<file path="config.mk">
export PLATFORM = sky130hd
export DESIGN_NAME = eval_scheduler_flat
export DESIGN_NICKNAME = d
export VERILOG_FILES = /design/src/rtl/eval_scheduler_pkg.sv /design/src/rtl/eval_scheduler_if.sv /design/src/rtl/eval_scheduler_rr_arbiter2.sv /design/src/rtl/eval_scheduler.sv /design/src/flat_wrapper.sv
export SDC_FILE = /design/constraint.sdc
export NUM_CORES = 1
export LEC_CHECK = 0
export ABC_AREA = 1
export BUFFER_PORTS_ARGS = -buffer_cell sky130_fd_sc_hd__buf_2
export CAP_MARGIN = 40
export CORE_MARGIN = 5
export CORE_UTILIZATION = 44
export CTS_CLUSTER_DIAMETER = 60
export DETAILED_ROUTE_END_ITERATION = 16
export GPL_TIMING_DRIVEN = 0
export HOLD_SLACK_MARGIN = 0.03
export PLACE_DENSITY = 0.81
export SYNTH_ARGS = -nofsm -noshare
export SYNTH_HDL_FRONTEND = slang
export SYNTH_SLANG_ARGS = --single-unit
</file>
<file path="constraint.sdc">
create_clock -name clk -period 1.2 [get_ports clk]
set_input_delay 0.06 -clock clk [delete_from_list [all_inputs] [get_ports clk]]
set_output_delay 0.06 -clock clk [all_outputs]
set_load 0.01 [all_outputs]
</file>
<file path="src/rtl/eval_scheduler_pkg.sv">
// Shared definitions for the evaluation-datapath scheduler.
//   - FSM state encoding (IDLE / WAKE / ACTIVE)
//   - requester count, datapath width, response tag width, counter width
//   - tag2onehot: turns a requester tag into a one-hot response strobe
package eval_pkg;

  typedef enum logic [1:0] {
    IDLE   = 2'd0,
    WAKE   = 2'd1,
    ACTIVE = 2'd2
  } state_e;

  localparam int NUM_REQ = 2;
  localparam int DATA_W  = 8;
  localparam int TAG_W   = $clog2(NUM_REQ);
  // Wide enough for WAKE_CYC and IDLE_HOLD up to 15.
  localparam int CNT_W   = 4;

  function automatic logic [NUM_REQ-1:0] tag2onehot(input logic [TAG_W-1:0] tag);
    logic [NUM_REQ-1:0] oh;
    oh      = '0;
    oh[tag] = 1'b1;
    return oh;
  endfunction

endpackage

</file>
<file path="src/rtl/eval_scheduler_if.sv">
// Requester-side bundle of the evaluation scheduler.
//   req_valid/req_ready : per-requester valid/accept handshake
//   req_data1/req_data2 : packed operands, requester i on bits [8i+7:8i]
//   req_kernel          : per-requester kernel_enable mode bit
//   rsp_valid/rsp_data  : one-hot response strobe and result, no backpressure
// master = requesters, slave = scheduler.
interface eval_scheduler_if;
  import eval_pkg::*;

  logic [NUM_REQ-1:0]        req_valid;
  logic [NUM_REQ-1:0]        req_ready;
  logic [NUM_REQ*DATA_W-1:0] req_data1;
  logic [NUM_REQ*DATA_W-1:0] req_data2;
  logic [NUM_REQ-1:0]        req_kernel;
  logic [NUM_REQ-1:0]        rsp_valid;
  logic [DATA_W-1:0]         rsp_data;

  modport master (
    output req_valid, req_data1, req_data2, req_kernel,
    input  req_ready, rsp_valid, rsp_data
  );

  modport slave (
    input  req_valid, req_data1, req_data2, req_kernel,
    output req_ready, rsp_valid, rsp_data
  );

endinterface

</file>
<file path="src/rtl/eval_scheduler_rr_arbiter2.sv">
// Two-way round-robin arbiter.
//   clk, rst_n : clock, asynchronous active-low reset
//   en         : grants are only issued while high
//   req        : request vector
//   gnt        : combinational one-hot (or zero) grant
// The pointer names the requester favoured on contention; it moves to the
// other requester after every grant, so a lone requester also hands
// priority away.
module rr_arbiter2 (
  input  logic       clk,
  input  logic       rst_n,
  input  logic       en,
  input  logic [1:0] req,
  output logic [1:0] gnt
);

  logic ptr_q, ptr_d;

  always_comb begin
    gnt = 2'b00;
    if (en) begin
      case (req)
        2'b01:   gnt = 2'b01;
        2'b10:   gnt = 2'b10;
        2'b11:   gnt = ptr_q ? 2'b10 : 2'b01;
        default: gnt = 2'b00;
      endcase
    end

    ptr_d = ptr_q;
    if (gnt[0]) begin
      ptr_d = 1'b1;
    end else if (gnt[1]) begin
      ptr_d = 1'b0;
    end
  end

  always_ff @(posedge clk or negedge rst_n) begin
    if (!rst_n) begin
      ptr_q <= 1'b0;
    end else begin
      ptr_q <= ptr_d;
    end
  end

endmodule

</file>
<file path="src/rtl/eval_scheduler.sv">
// Front-end controller for the 8-bit evaluation datapath.
//   clk, rst_n        : clock, asynchronous active-low reset
//   req_if (slave)    : two requesters plus the response strobe/data
//   dp_data_in1/2     : registered operands to the datapath
//   dp_kernel_enable  : registered mode bit to the datapath
//   dp_clk_en         : registered datapath clock-gate enable
//   dp_result         : datapath result, valid DP_LAT cycles after dp_* drive
// Arbitrates the requesters round-robin, issues at most one op per cycle,
// tags each op so its result returns to the originator, and gates the
// datapath clock off when idle (with a settle delay on wake).
module eval_scheduler
  import eval_pkg::*;
#(
  parameter int DP_LAT    = 1,
  parameter int WAKE_CYC  = 2,
  parameter int IDLE_HOLD = 4
) (
  input  logic              clk,
  input  logic              rst_n,
  eval_scheduler_if.slave   req_if,
  output logic [DATA_W-1:0] dp_data_in1,
  output logic [DATA_W-1:0] dp_data_in2,
  output logic              dp_kernel_enable,
  output logic              dp_clk_en,
  input  logic [DATA_W-1:0] dp_result
);

  localparam logic [CNT_W-1:0] WAKE_TC = CNT_W'(WAKE_CYC - 1);
  localparam logic [CNT_W-1:0] IDLE_TC = CNT_W'(IDLE_HOLD - 1);

  state_e             state_q, state_d;
  logic [CNT_W-1:0]   wake_cnt_q, wake_cnt_d;
  logic [CNT_W-1:0]   idle_cnt_q, idle_cnt_d;
  logic               dp_clk_en_q, dp_clk_en_d;
  logic [DATA_W-1:0]  dp_data_in1_q, dp_data_in1_d;
  logic [DATA_W-1:0]  dp_data_in2_q, dp_data_in2_d;
  logic               dp_kernel_q, dp_kernel_d;
  logic [NUM_REQ-1:0] rsp_valid_q, rsp_valid_d;
  logic [DATA_W-1:0]  rsp_data_q, rsp_data_d;

  // Tracker: stage k holds the op issued k+1 edges ago. The entry in the
  // last stage lines up with dp_result on the current edge.
  logic [DP_LAT:0]            trk_vld_q, trk_vld_d;
  logic [DP_LAT:0][TAG_W-1:0] trk_tag_q, trk_tag_d;

  logic [NUM_REQ-1:0] gnt;
  logic [TAG_W-1:0]   gnt_idx;
  logic               xfer;
  logic               idle_cyc;

  // Unpacked per-requester operand views.
  logic [DATA_W-1:0] op1 [NUM_REQ];
  logic [DATA_W-1:0] op2 [NUM_REQ];

  for (genvar gi = 0; gi < NUM_REQ; gi++) begin : g_unpack
    assign op1[gi] = req_if.req_data1[gi*DATA_W +: DATA_W];
    assign op2[gi] = req_if.req_data2[gi*DATA_W +: DATA_W];
  end

  rr_arbiter2 u_arb (
    .clk   (clk),
    .rst_n (rst_n),
    .en    (state_q == ACTIVE),
    .req   (req_if.req_valid),
    .gnt   (gnt)
  );

  assign req_if.req_ready = gnt;
  assign gnt_idx          = gnt[1];
  assign xfer             = |(req_if.req_valid & gnt);
  // An idle cycle needs both no pending request and nothing in flight, so
  // the clock can never be gated while a result is still on its way.
  assign idle_cyc         = !(|req_if.req_valid) && !(|trk_vld_q);

  // State, wake/idle counters and clock-gate enable.
  always_comb begin
    state_d     = state_q;
    wake_cnt_d  = wake_cnt_q;
    idle_cnt_d  = idle_cnt_q;
    dp_clk_en_d = dp_clk_en_q;

    case (state_q)
      IDLE: begin
        dp_clk_en_d = 1'b0;
        wake_cnt_d  = '0;
        idle_cnt_d  = '0;
        if (|req_if.req_valid) begin
          state_d     = WAKE;
          dp_clk_en_d = 1'b1;
        end
      end

      WAKE: begin
        dp_clk_en_d = 1'b1;
        idle_cnt_d  = '0;
        if (wake_cnt_q == WAKE_TC) begin
          state_d    = ACTIVE;
          wake_cnt_d = '0;
        end else begin
          wake_cnt_d = wake_cnt_q + 1'b1;
        end
      end

      ACTIVE: begin
        dp_clk_en_d = 1'b1;
        wake_cnt_d  = '0;
        // A request showing up on the terminal idle cycle makes this cycle
        // non-idle, so the block stays awake and the grant goes through.
        if (idle_cyc) begin
          if (idle_cnt_q == IDLE_TC) begin
            state_d     = IDLE;
            dp_clk_en_d = 1'b0;
            idle_cnt_d  = '0;
          end else begin
            idle_cnt_d = idle_cnt_q + 1'b1;
          end
        end else begin
          idle_cnt_d = '0;
        end
      end

      default: begin
        state_d     = IDLE;
        dp_clk_en_d = 1'b0;
        wake_cnt_d  = '0;
        idle_cnt_d  = '0;
      end
    endcase
  end

  // Operand issue, tracker shift and response capture.
  always_comb begin
    dp_data_in1_d = dp_data_in1_q;
    dp_data_in2_d = dp_data_in2_q;
    dp_kernel_d   = dp_kernel_q;
    trk_vld_d     = trk_vld_q;
    trk_tag_d     = trk_tag_q;
    rsp_valid_d   = '0;
    rsp_data_d    = rsp_data_q;

    if (xfer) begin
      dp_data_in1_d = op1[gnt_idx];
      dp_data_in2_d = op2[gnt_idx];
      dp_kernel_d   = req_if.req_kernel[gnt_idx];
    end

    if (dp_clk_en_q) begin
      trk_vld_d = {trk_vld_q[DP_LAT-1:0], xfer};
      trk_tag_d = {trk_tag_q[DP_LAT-1:0], gnt_idx};
      if (trk_vld_q[DP_LAT]) begin
        rsp_valid_d = tag2onehot(trk_tag_q[DP_LAT]);
        rsp_data_d  = dp_result;
      end
    end
  end

  always_ff @(posedge clk or negedge rst_n) begin
    if (!rst_n) begin
      state_q       <= IDLE;
      wake_cnt_q    <= '0;
      idle_cnt_q    <= '0;
      dp_clk_en_q   <= 1'b0;
      dp_data_in1_q <= '0;
      dp_data_in2_q <= '0;
      dp_kernel_q   <= 1'b0;
      trk_vld_q     <= '0;
      trk_tag_q     <= '0;
      rsp_valid_q   <= '0;
      rsp_data_q    <= '0;
    end else begin
      state_q       <= state_d;
      wake_cnt_q    <= wake_cnt_d;
      idle_cnt_q    <= idle_cnt_d;
      dp_clk_en_q   <= dp_clk_en_d;
      dp_data_in1_q <= dp_data_in1_d;
      dp_data_in2_q <= dp_data_in2_d;
      dp_kernel_q   <= dp_kernel_d;
      trk_vld_q     <= trk_vld_d;
      trk_tag_q     <= trk_tag_d;
      rsp_valid_q   <= rsp_valid_d;
      rsp_data_q    <= rsp_data_d;
    end
  end

  assign dp_data_in1      = dp_data_in1_q;
  assign dp_data_in2      = dp_data_in2_q;
  assign dp_kernel_enable = dp_kernel_q;
  assign dp_clk_en        = dp_clk_en_q;
  assign req_if.rsp_valid = rsp_valid_q;
  assign req_if.rsp_data  = rsp_data_q;

endmodule

</file>
<file path="src/flat_wrapper.sv">
// flat-port wrapper written by rule: the top's interface ports become plain ports
module eval_scheduler_flat import eval_pkg::*;
#(
  parameter int DP_LAT    = 1,
  parameter int WAKE_CYC  = 2,
  parameter int IDLE_HOLD = 4
)
  (clk, rst_n, dp_data_in1, dp_data_in2, dp_kernel_enable, dp_clk_en, dp_result, req_if_req_valid, req_if_req_data1, req_if_req_data2, req_if_req_kernel, req_if_req_ready, req_if_rsp_valid, req_if_rsp_data);
  eval_scheduler_if req_if_i ();
  input  logic clk;
  input  logic rst_n;
  output logic [DATA_W-1:0] dp_data_in1;
  output logic [DATA_W-1:0] dp_data_in2;
  output logic dp_kernel_enable;
  output logic dp_clk_en;
  input  logic [DATA_W-1:0] dp_result;
  input wire logic [$bits(req_if_i.req_valid)-1:0] req_if_req_valid;
  input wire logic [$bits(req_if_i.req_data1)-1:0] req_if_req_data1;
  input wire logic [$bits(req_if_i.req_data2)-1:0] req_if_req_data2;
  input wire logic [$bits(req_if_i.req_kernel)-1:0] req_if_req_kernel;
  output wire logic [$bits(req_if_i.req_ready)-1:0] req_if_req_ready;
  output wire logic [$bits(req_if_i.rsp_valid)-1:0] req_if_rsp_valid;
  output wire logic [$bits(req_if_i.rsp_data)-1:0] req_if_rsp_data;
  assign req_if_i.req_valid = req_if_req_valid;
  assign req_if_i.req_data1 = req_if_req_data1;
  assign req_if_i.req_data2 = req_if_req_data2;
  assign req_if_i.req_kernel = req_if_req_kernel;
  assign req_if_req_ready = req_if_i.req_ready;
  assign req_if_rsp_valid = req_if_i.rsp_valid;
  assign req_if_rsp_data = req_if_i.rsp_data;
  eval_scheduler #(.DP_LAT(DP_LAT), .WAKE_CYC(WAKE_CYC), .IDLE_HOLD(IDLE_HOLD)) u_core (.clk(clk), .rst_n(rst_n), .req_if(req_if_i), .dp_data_in1(dp_data_in1), .dp_data_in2(dp_data_in2), .dp_kernel_enable(dp_kernel_enable), .dp_clk_en(dp_clk_en), .dp_result(dp_result));
endmodule
</file>
### Word-level counts from Yosys, hierarchy flattened

Cells that the tools add are included.

| word-level totals | value |
|---|---|
| flip-flop bits (word level) | 43 |
| bits of input ports | 46 |
| output and inout port bits | 30 |
| logic and storage cells | 74 |

| cells by class | value |
|---|---|
| add/subtract/negate cells | 2 |
| $lt $le $gt $ge | 4 |
| equal/unequal tests | 11 |
| mux-type cells | 31 |
| bitwise operators | 2 |
| reductions and logical operators | 11 |

Operator list:

| kind | number |
|---|---|
| $mux W8 | 6 |
| $mux W4 | 5 |
| $mux W2 | 8 |
| $pmux W2 S3 | 2 |
| $add A4 B1 Y4 const B | 2 |
| $mux W1 | 8 |
| $ne A2 B1 Y1 const B | 4 |
| $eq A2 B2 Y1 const B | 3 |
| $reduce_or A2 Y1 | 3 |
| $eq A2 B1 Y1 const B | 2 |
| $eq A4 B1 Y1 const B | 1 |
| $eq A4 B2 Y1 const B | 1 |
| $lt A1 B2 Y1 const B | 2 |
| $reduce_and A4 Y1 | 1 |
| $pmux W1 S3 | 1 |
| $and A2 B2 Y2 | 1 |
| $ge A2 B2 Y1 const B | 1 |
| $logic_and A1 B1 Y1 | 2 |
| $logic_not A1 Y1 | 2 |
| $logic_not A2 Y1 | 1 |
| $not A1 Y2 | 1 |
| $reduce_and A2 Y1 | 1 |
| $reduce_bool A2 Y1 | 1 |
| $demux W1 S1 | 1 |
| $ge A1 B1 Y1 const B | 1 |

### Depth between registers and ports, before layout

Gate-level depths: netlist of the first run.

| depth | value |
|---|---|
| depth after elaboration | 7 |
| gate-level depth with buffers | 8 |
| mapped depth without buffers | 6 |

### By module

Synthesis of the first run repeated with hierarchy kept, for this count alone.

| second synthesis, totals | value |
|---|---|
| cells, all modules | 233 |
| area, all modules | 2075.7 um^2 |

By module, submodules not included:

| module | instances | cells each | area each (um^2) | sequential area each (um^2) |
|---|---|---|---|---|
| eval_scheduler | 1 | 221 | 2004.4 | 1051.0 |
| rr_arbiter2 | 1 | 12 | 71.3 | 25.0 |

### Worst setup path after synthesis of the first run

OpenSTA, ideal clock, no wires.

| path | value |
|---|---|
| kind | flip-flop to flip-flop |
| start point | reg u_core.dp_clk_en_q, in the netlist u_core.dp_clk_en |
| end point | reg u_core.rsp_data_q[0], in the netlist u_core.req_if.rsp_data[0] |
| setup time | 0.125 ns |
| data arrival time | 1.057 ns |
| required time | 1.075 ns |
| slack | 0.019 ns |
| cell stages (with the launch flop) | 3 |
| clock period less this slack | 1.181 ns |
| path through | dfrtp_1 nand2_1 mux2_2 |

| on the way | value |
|---|---|
| word-level cells in the longest chain between the ends | 1 |

RTL lines:

| what | line | text |
|---|---|---|
| from (decl) | eval_scheduler.sv:34 | `logic dp_clk_en_q, dp_clk_en_d;` |
| from (signal assigned) | eval_scheduler.sv:174 | `dp_clk_en_q <= dp_clk_en_d;` |
| $reduce_and A2 Y1 (no line) | n/a |  |
| to (signal assigned) | eval_scheduler.sv:181 | `rsp_data_q <= rsp_data_d;` |
| to (decl) | eval_scheduler.sv:39 | `logic [DATA_W-1:0] rsp_data_q, rsp_data_d;` |

Every way passes these cells.
A chain may end at the register's enable or synchronous reset.

### Final worst setup path of the first run

| path | value |
|---|---|
| start point | reg u_core.state_q[0] |
| end point | out req_if_req_ready[1] |

| on the way | value |
|---|---|
| word-level cells in the longest chain between the ends | 2 |

RTL lines:

| what | line | text |
|---|---|---|
| from (decl) | eval_scheduler.sv:31 | `state_e state_q, state_d;` |
| from (signal assigned) | eval_scheduler.sv:171 | `state_q <= state_d;` |
| $eq A2 B2 Y1 | eval_scheduler.sv:63 | `.en (state_q == ACTIVE),` |
| $mux W2 | eval_scheduler_rr_arbiter2.sv:21 | `if (en) begin` |
| to (decl) | flat_wrapper.sv:21 | `output wire logic [$bits(req_if_i.req_ready)-1:0] req_if_req_ready;` |

Every way passes these cells.

==> results of run 1 <==
repair_timing:
action | CTS | global route
cloned | 0 | 1
setup buffers | 10 | 7
pin swaps | 5 | 23
hold buffers | 10 | 0
endpoints found under the hold margin | 52 | 0
setup endpoints to repair | 31 | 31
resized for setup | 17 | 34
power by group:
| group | leakage, nW | total, mW | internal (mW) | switching, mW |
|---|---|---|---|---|
| registers | 0.540 | 2.33 | 2.00 | 0.330 |
| clock network | 0.0470 | 0.917 | 0.451 | 0.465 |
| logic | 1.16 | 2.44 | 1.17 | 1.27 |
| total | 1.74 | 5.69 | 3.62 | 2.07 |
stage by stage:
step                area, um^2  power (mW)  setup slack, ns  hold WS, ns   util
floorplan                 2030        3.47           0.0188       -0.236      -
global placement          2470        4.19           -0.193        0.253  0.560
detailed placement        2490        4.30           -0.220      -0.0458  0.565
CTS                       2800        5.41           -0.106       0.0311  0.634
global route              2990        6.06           -0.169       0.0473  0.678
finish                    2990        5.69           -0.115       0.0322  0.678
routing by layer:
metal | global-route usage | vias up | routed length [um]
met2 | 0.295 | 63 | 2980
li1 | - | 946 | -
met4 | 0.0524 | 0 | 87
met1 | 0.203 | 924 | 2220
met5 | 0 | - | 0
met3 | 0.0532 | 10 | 367
worst reg2reg max path: cells and delay by family (launching register included):
family | cells | cell delay, ns
DFF | 1 | 0.41
and+or+nand+nor | 5 | 0.41
buffers and inverters | 3 | 0.43
sequential cells by signal, summed over array words and instances, names as in the netlist:
name and count:
u_core.dp_data_in1 8, u_core.dp_data_in2 8, u_core.req_if.rsp_data 8, u_core.idle_cnt_q 4
u_core.wake_cnt_q 4, u_core.req_if.rsp_valid 2, u_core.state_q 2, u_core.trk_tag_q 2
u_core.trk_vld_q 2, u_core.dp_clk_en 1, u_core.dp_kernel_enable 1, u_core.u_arb.ptr_q 1
Yosys cell counts (all sizes together):
cell     n
a21oi    3
buf      7
dfrtp   43
ha       3
inv     27
mux2     8
nand2  101
nand3   22
nor2    13
nor3b    2
o21ai    5
or2      1
xnor2    2
xor2     2
kinds of logic after synthesis:
family                   share of synthesized area
AO/OA/AOI/OAI                               0.0197
adder cells (fa/ha/maj)                     0.0185
XOR/XNOR                                    0.0172
buffers and inverters                       0.0831
multiplexers                                0.0443
flip-flops                                   0.530
AND/OR/NAND/NOR                              0.288
how the worst max path moves through the flow:
stage                 startpoint                   endpoint  cells after the start
4_1_cts        u_core.state_q[0]      u_core.dp_data_in1[5]                      8
3_3_place_gp   u_core.state_q[0]        req_if_req_ready[0]                      6
5_1_grt        u_core.state_q[0]      u_core.dp_data_in2[0]                      8
3_5_place_dp   u_core.state_q[0]        req_if_req_ready[0]                      6
6_report       u_core.state_q[0]        req_if_req_ready[1]                      5
2_1_floorplan   u_core.dp_clk_en  u_core.req_if.rsp_data[0]                      2
cells in the final DEF, fill, tap and decap left out, types with 2 or more instances in the layout:
master,synthesis,routed
nor2_1,12,11
clkbuf_8,0,6
dfrtp_1,43,43
xnor2_1,2,2
ha_1,3,2
a21oi_1,3,2
buf_12,0,2
nand2_2,2,4
xor2_1,2,2
mux2_2,8,8
buf_8,0,3
dlygate4sd3_1,0,10
nand3_1,21,16
o21ai_0,4,2
inv_2,0,2
nand2_4,0,5
nor2_4,1,2
buf_2,0,73
buf_4,3,12
buf_6,4,8
nand2_1,99,92
inv_4,0,2
inv_1,27,23
nand3_2,0,5
final cells by class:
class | instances | area [um^2]
fillers | 343 | 1420
clock inverters | 1 | 5.00
inverters | 27 | 106
multi-input cells | 162 | 902
plain buffers | 5 | 68.8
repair buffers | 104 | 687
clock buffers | 6 | 82.6
well taps | 52 | 65.1
flip-flops and latches | 43 | 1080
==> impl_metrics.csv, run 1 <==
group,metric,value,unit
run_status,outcome,"complete, but fails checks",
run_status,violations,"negative setup slack",
drt,vias_per_cell,4.86,
setup_path,start_kind,"flip-flop",
drt,drt-initial-drc-count,83,
run,maxCapViolCount,0,
worst_hold_path,min_path_cells,5,
setup_path,cp-end-kind,"primary output",
setup_path,critical_path.top_delay_family,"flip-flops",
clock_network,cts_buffers,5,
drt,ant_nets,0,
drt,vias,1943,
clock_network,cts.path.max_buffers,2,
sta,finalHoldViolations,0,
sta,setup_viol,24,
synthesis,seq_area_frac_synth,0.530,
drt,drt-pass1-iter-count,4,
clock_network,cts_root_buf,"clkbuf_8",
setup_path,max_stage_delay,0.41,ns
sta,maxSlewHeadroom,0.814,
floorplan,core_area,4410,um^2
setup_path,worstPathCellList,"nor2_4 > nand3_4 > buf_6 > inv_4 > buf_6",
worst_hold_path,holdPathEnd,"u_core.dp_data_in1[3]",
final_layout,stdcell_count,400,
global_routing,grt_pass1_vias,1857,
global_routing,grt_use_total,0.171,
global_routing,antenna_found_initial,0,
worst_hold_path,worstHoldPathType,"input port to flip-flop",
pwr,peakVddDrop,947,uV
sta,drv_slew,0,
drt,wl,5660,um
pwr,p_leak,1.74,nW
synthesis,yosysUniqueCellTypes,19,
floorplan,fp-row-count,24,
global_routing,grt_max_degree,34,
sta,fin_tns_setup,-1.69,ns
setup_path,path_max_fanout,3,
synthesis,synthCells,239,
sta,fin_crit,1.31,ns
sta,rsz0062_at_grt,"true",
synthesis,netlist_area,2030,um^2
drt,post-route-drc-count,0,
sta,clock_skew,0.0102,ns
clock_network,clk-insertion-delay-late,0.30,ns
final_layout,syn2layout_area_growth,47.3,%
setup_path,reg2reg_slack,-0.11,ns
setup_path,cp_data_arrival_time,1.25,ns
floorplan,die_area,6080,um^2
floorplan,die_w,78.0,um
drt,avgRoutedWirePerCell,14.2,um
clock_network,clkSinkCount,43,
synthesis,ys_warn_count,0,
synthesis,ys_seq_elements,43,
setup_path,criticalPathCategory,"flip-flop to primary output",
sta,fin_ws,-0.115,ns
synthesis,syn_nets,288,
clock_network,cts_tree,"done",
pwr,powerDensity,1900,nW/um^2
setup_path,rr_startpoint,"u_core.state_q[0]",
global_routing,grt_overflow,0,
place,hpwl,3590,um
worst_hold_path,hold_start,"req_if_req_data1[3]",
final_layout,antenna_cells,0,
sta,tightest_slew,0.279,ns
clock_network,path_clk_slew,0.08,ns
synthesis,synth_area_leaders,"dfrtp_1 (53%), nand2_1 (18%), nand3_1 (5.2%), inv_1 (5.0%), mux2_2 (4.4%)",
floorplan,io_pins,76,
setup_path,r2r-end,"u_core.dp_data_in2[6]",
sta,finalCritPeriodShare,1.10,
place,dp.cells,367,
global_routing,grt_pass1_wl,8370,um
setup_path,cp.buffers_inverters,3,
synthesis,synthDominantCellAreaShare,0.530,
synthesis,synth_top_area_cell,"dfrtp_1",
setup_path,critPathMostFrequentCell,"buf_6",
final_layout,nets,397,
place,gp_congestion,0.765,
clock_network,cts-htree-levels,2,
place,io_buffers,75,
final_layout,drive_gt1_frac,0.408,
setup_path,cp_data_required_time,1.14,ns
synthesis,avgSynthCellArea,8.50,um^2
sta,fmax,761,MHz
floorplan,start_util,0.460,
setup_path,cp_slowest_cell,"dfrtp_1",
floorplan,die_h,78.0,um
setup_path,worst_r2r_path_depth,8,
No activity file was read; power rests on OpenSTA's default activity.
==> inputs of run 2 (changes only) <==
- PLACE_DENSITY: 0.81 -> 0.85
==> run 2 against run 1 <==
The flow still finishes with violations (negative setup slack). Die area did not move. Clock power rose by 29%. Wire length rose by 12%. Register-to-register slack got worse by 0.09 ns. Hold slack barely moved. Power rose by 6.6%. Design area rose by 4.9%. Highest routed layer unchanged.
==> impl_metrics.csv, run 2 (synthesis gave the netlist of run 1 again) <==
group,metric,value,unit
sta,finalCritPeriodShare,1.17,
final_layout,syn2layout_area_growth,54.6,%
clock_network,path_clk_slew,0.09,ns
floorplan,die_w,78.0,um
run,maxCapViolCount,0,
floorplan,die_h,78.0,um
final_layout,antenna_cells,0,
setup_path,path_max_fanout,4,
place,dp.cells,367,
setup_path,start_kind,"flip-flop",
setup_path,cp_data_required_time,1.44,ns
clock_network,cts_tree,"done",
global_routing,grt_pass1_vias,1877,
sta,tightest_slew,0.466,ns
floorplan,fp-row-count,24,
pwr,peakVddDrop,1170,uV
drt,ant_nets,0,
clock_network,cts_buffers,5,
final_layout,fillCellCount,305,
place,hpwl,3330,um
floorplan,io_pins,76,
worst_hold_path,worstHoldPathType,"input port to flip-flop",
worst_hold_path,hold_start,"req_if_req_data2[7]",
pwr,p_leak,1.75,nW
sta,finalHoldViolations,0,
global_routing,grt_overflow,0,
place,io_buffers,75,
clock_network,cts_root_buf,"clkbuf_8",
run_status,outcome,"complete, but fails checks",
setup_path,cp-end-kind,"flip-flop",
drt,drt-initial-drc-count,114,
global_routing,antenna_found_initial,0,
sta,fmax,712,MHz
place,dpl-instance-area,2490,um^2
sta,drv_slew,0,
final_layout,nets,398,
pwr,powerDensity,1930,nW/um^2
setup_path,rr_startpoint,"u_core.state_q[1]",
drt,vias,2032,
sta,rsz0062_at_grt,"true",
final_layout,final_cell_mix,"nand2_1 (85), buf_2 (73), dfrtp_1 (43), inv_1 (23), nand2_2 (14)",
drt,vias_per_cell,5.05,
final_layout,ff_latch_area,1080,um^2
setup_path,cp_data_arrival_time,1.64,ns
drt,wl,6330,um
sta,setup_viol,25,
floorplan,die_area,6080,um^2
sta,fin_ws,-0.205,ns
global_routing,grt_pass1_wl,8690,um
clock_network,cts-htree-levels,2,
drt,avgRoutedWirePerCell,15.8,um
global_routing,grt_max_degree,35,
sta,clock_skew,0.0102,ns
final_layout,multiInputGateArea,981,um^2
final_layout,stdcell_count,402,
clock_network,clkSinkCount,43,
floorplan,core_area,4410,um^2
clock_network,clk-insertion-delay-late,0.31,ns
final_layout,drive_gt1_frac,0.460,
drt,drt-pass1-iter-count,5,
final_layout,design_area,3140,um^2
sta,fin_crit,1.41,ns
final_layout,final_common_cell,"nand2_1",
drt,post-route-drc-count,0,
setup_path,criticalPathCategory,"flip-flop to flip-flop",
clock_network,cts.path.max_buffers,2,
sta,maxSlewHeadroom,0.688,
run_status,violations,"negative setup slack",
global_routing,grt_use_total,0.176,
setup_path,startpoint,"u_core.state_q[1]",
place,gp_congestion,0.771,
pwr,p_total,6.07,mW
floorplan,start_util,0.460,
==> run 2: cell count changes in the layout (fill, tap and decap cells not counted), sizes merged <==
cell,delta
nand2,+1
buf,-1
clkbuf,+1
bufinv,+1
==> run 2: where the power goes <==
part	total (mW)	internal [mW]	switching, mW
Sequential	2.33	2.00	0.327
Combinational	2.55	1.18	1.37
Clock	1.18	0.674	0.510
==> run 2: cell type report <==
cell class	count	area share
buffer	3	0.0120
clock buffer	6	0.0263
clock inverter	2	0.0112
inverter	27	0.0347
multi-input combinational	163	0.312
sequential	43	0.343
tap	52	0.0207
timing repair buffer	106	0.240
==> run 2: final timing paths <==
kind	end	depth (start not counted)	slack (ns)
max	u_core.dp_data_in2[5]	9	-0.21
min	u_core.dp_data_in2[7]	5	0.03
max reg2reg	u_core.dp_data_in2[5]	9	-0.21
min reg2reg	u_core.req_if.rsp_valid[0]	1	0.43
max in group asynchronous	u_core.dp_data_in2[0]	3	0.60
min in group asynchronous	u_core.req_if.rsp_data[1]	2	0.14
==> run 2: per-stage QoR <==
step	setup WS (ns)	hold WS [ns]	setup TNS (ns)	util
global route	-0.244	0.0421	-4.58	0.711
global placement	-0.187	0.254	-1.33	0.560
detailed placement	-0.195	-0.0596	-1.81	0.565
CTS	-0.116	0.0335	-1.02	0.644
finish	-0.205	0.0320	-3.39	0.711
floorplan	0.0188	-0.236	0	-
==> run 2: critical path, stage by stage (launching register included) <==
cell and delay, ns:
dfrtp_1 0.39, inv_2 0.07, nor2_4 0.18, buf_12 0.14, nand2_8 0.06, buf_8 0.15, clkbuf_16 0.14, nand2_2 0.05
nand2_1 0.07, nand2_1 0.07
==> run 2: what timing repair did <==
action / CTS / global route
gates resized for setup: 16 / 56
hold buffers: 10 / 0
hold endpoints to repair: 52 / 0
setup buffers: 14 / 5
setup endpoints to repair: 29 / 29
pin swaps: 3 / 20
gates cloned: 0 / 3
==> run 2: metal layers <==
layer | vias up | global-route usage | share of wire
li1 | 959 | - | -
met1 | 957 | 0.212 | 0.37
met2 | 97 | 0.304 | 0.53
met3 | 19 | 0.0509 | 0.069
met4 | 0 | 0.0557 | 0.037
met5 | - | 0 | 0
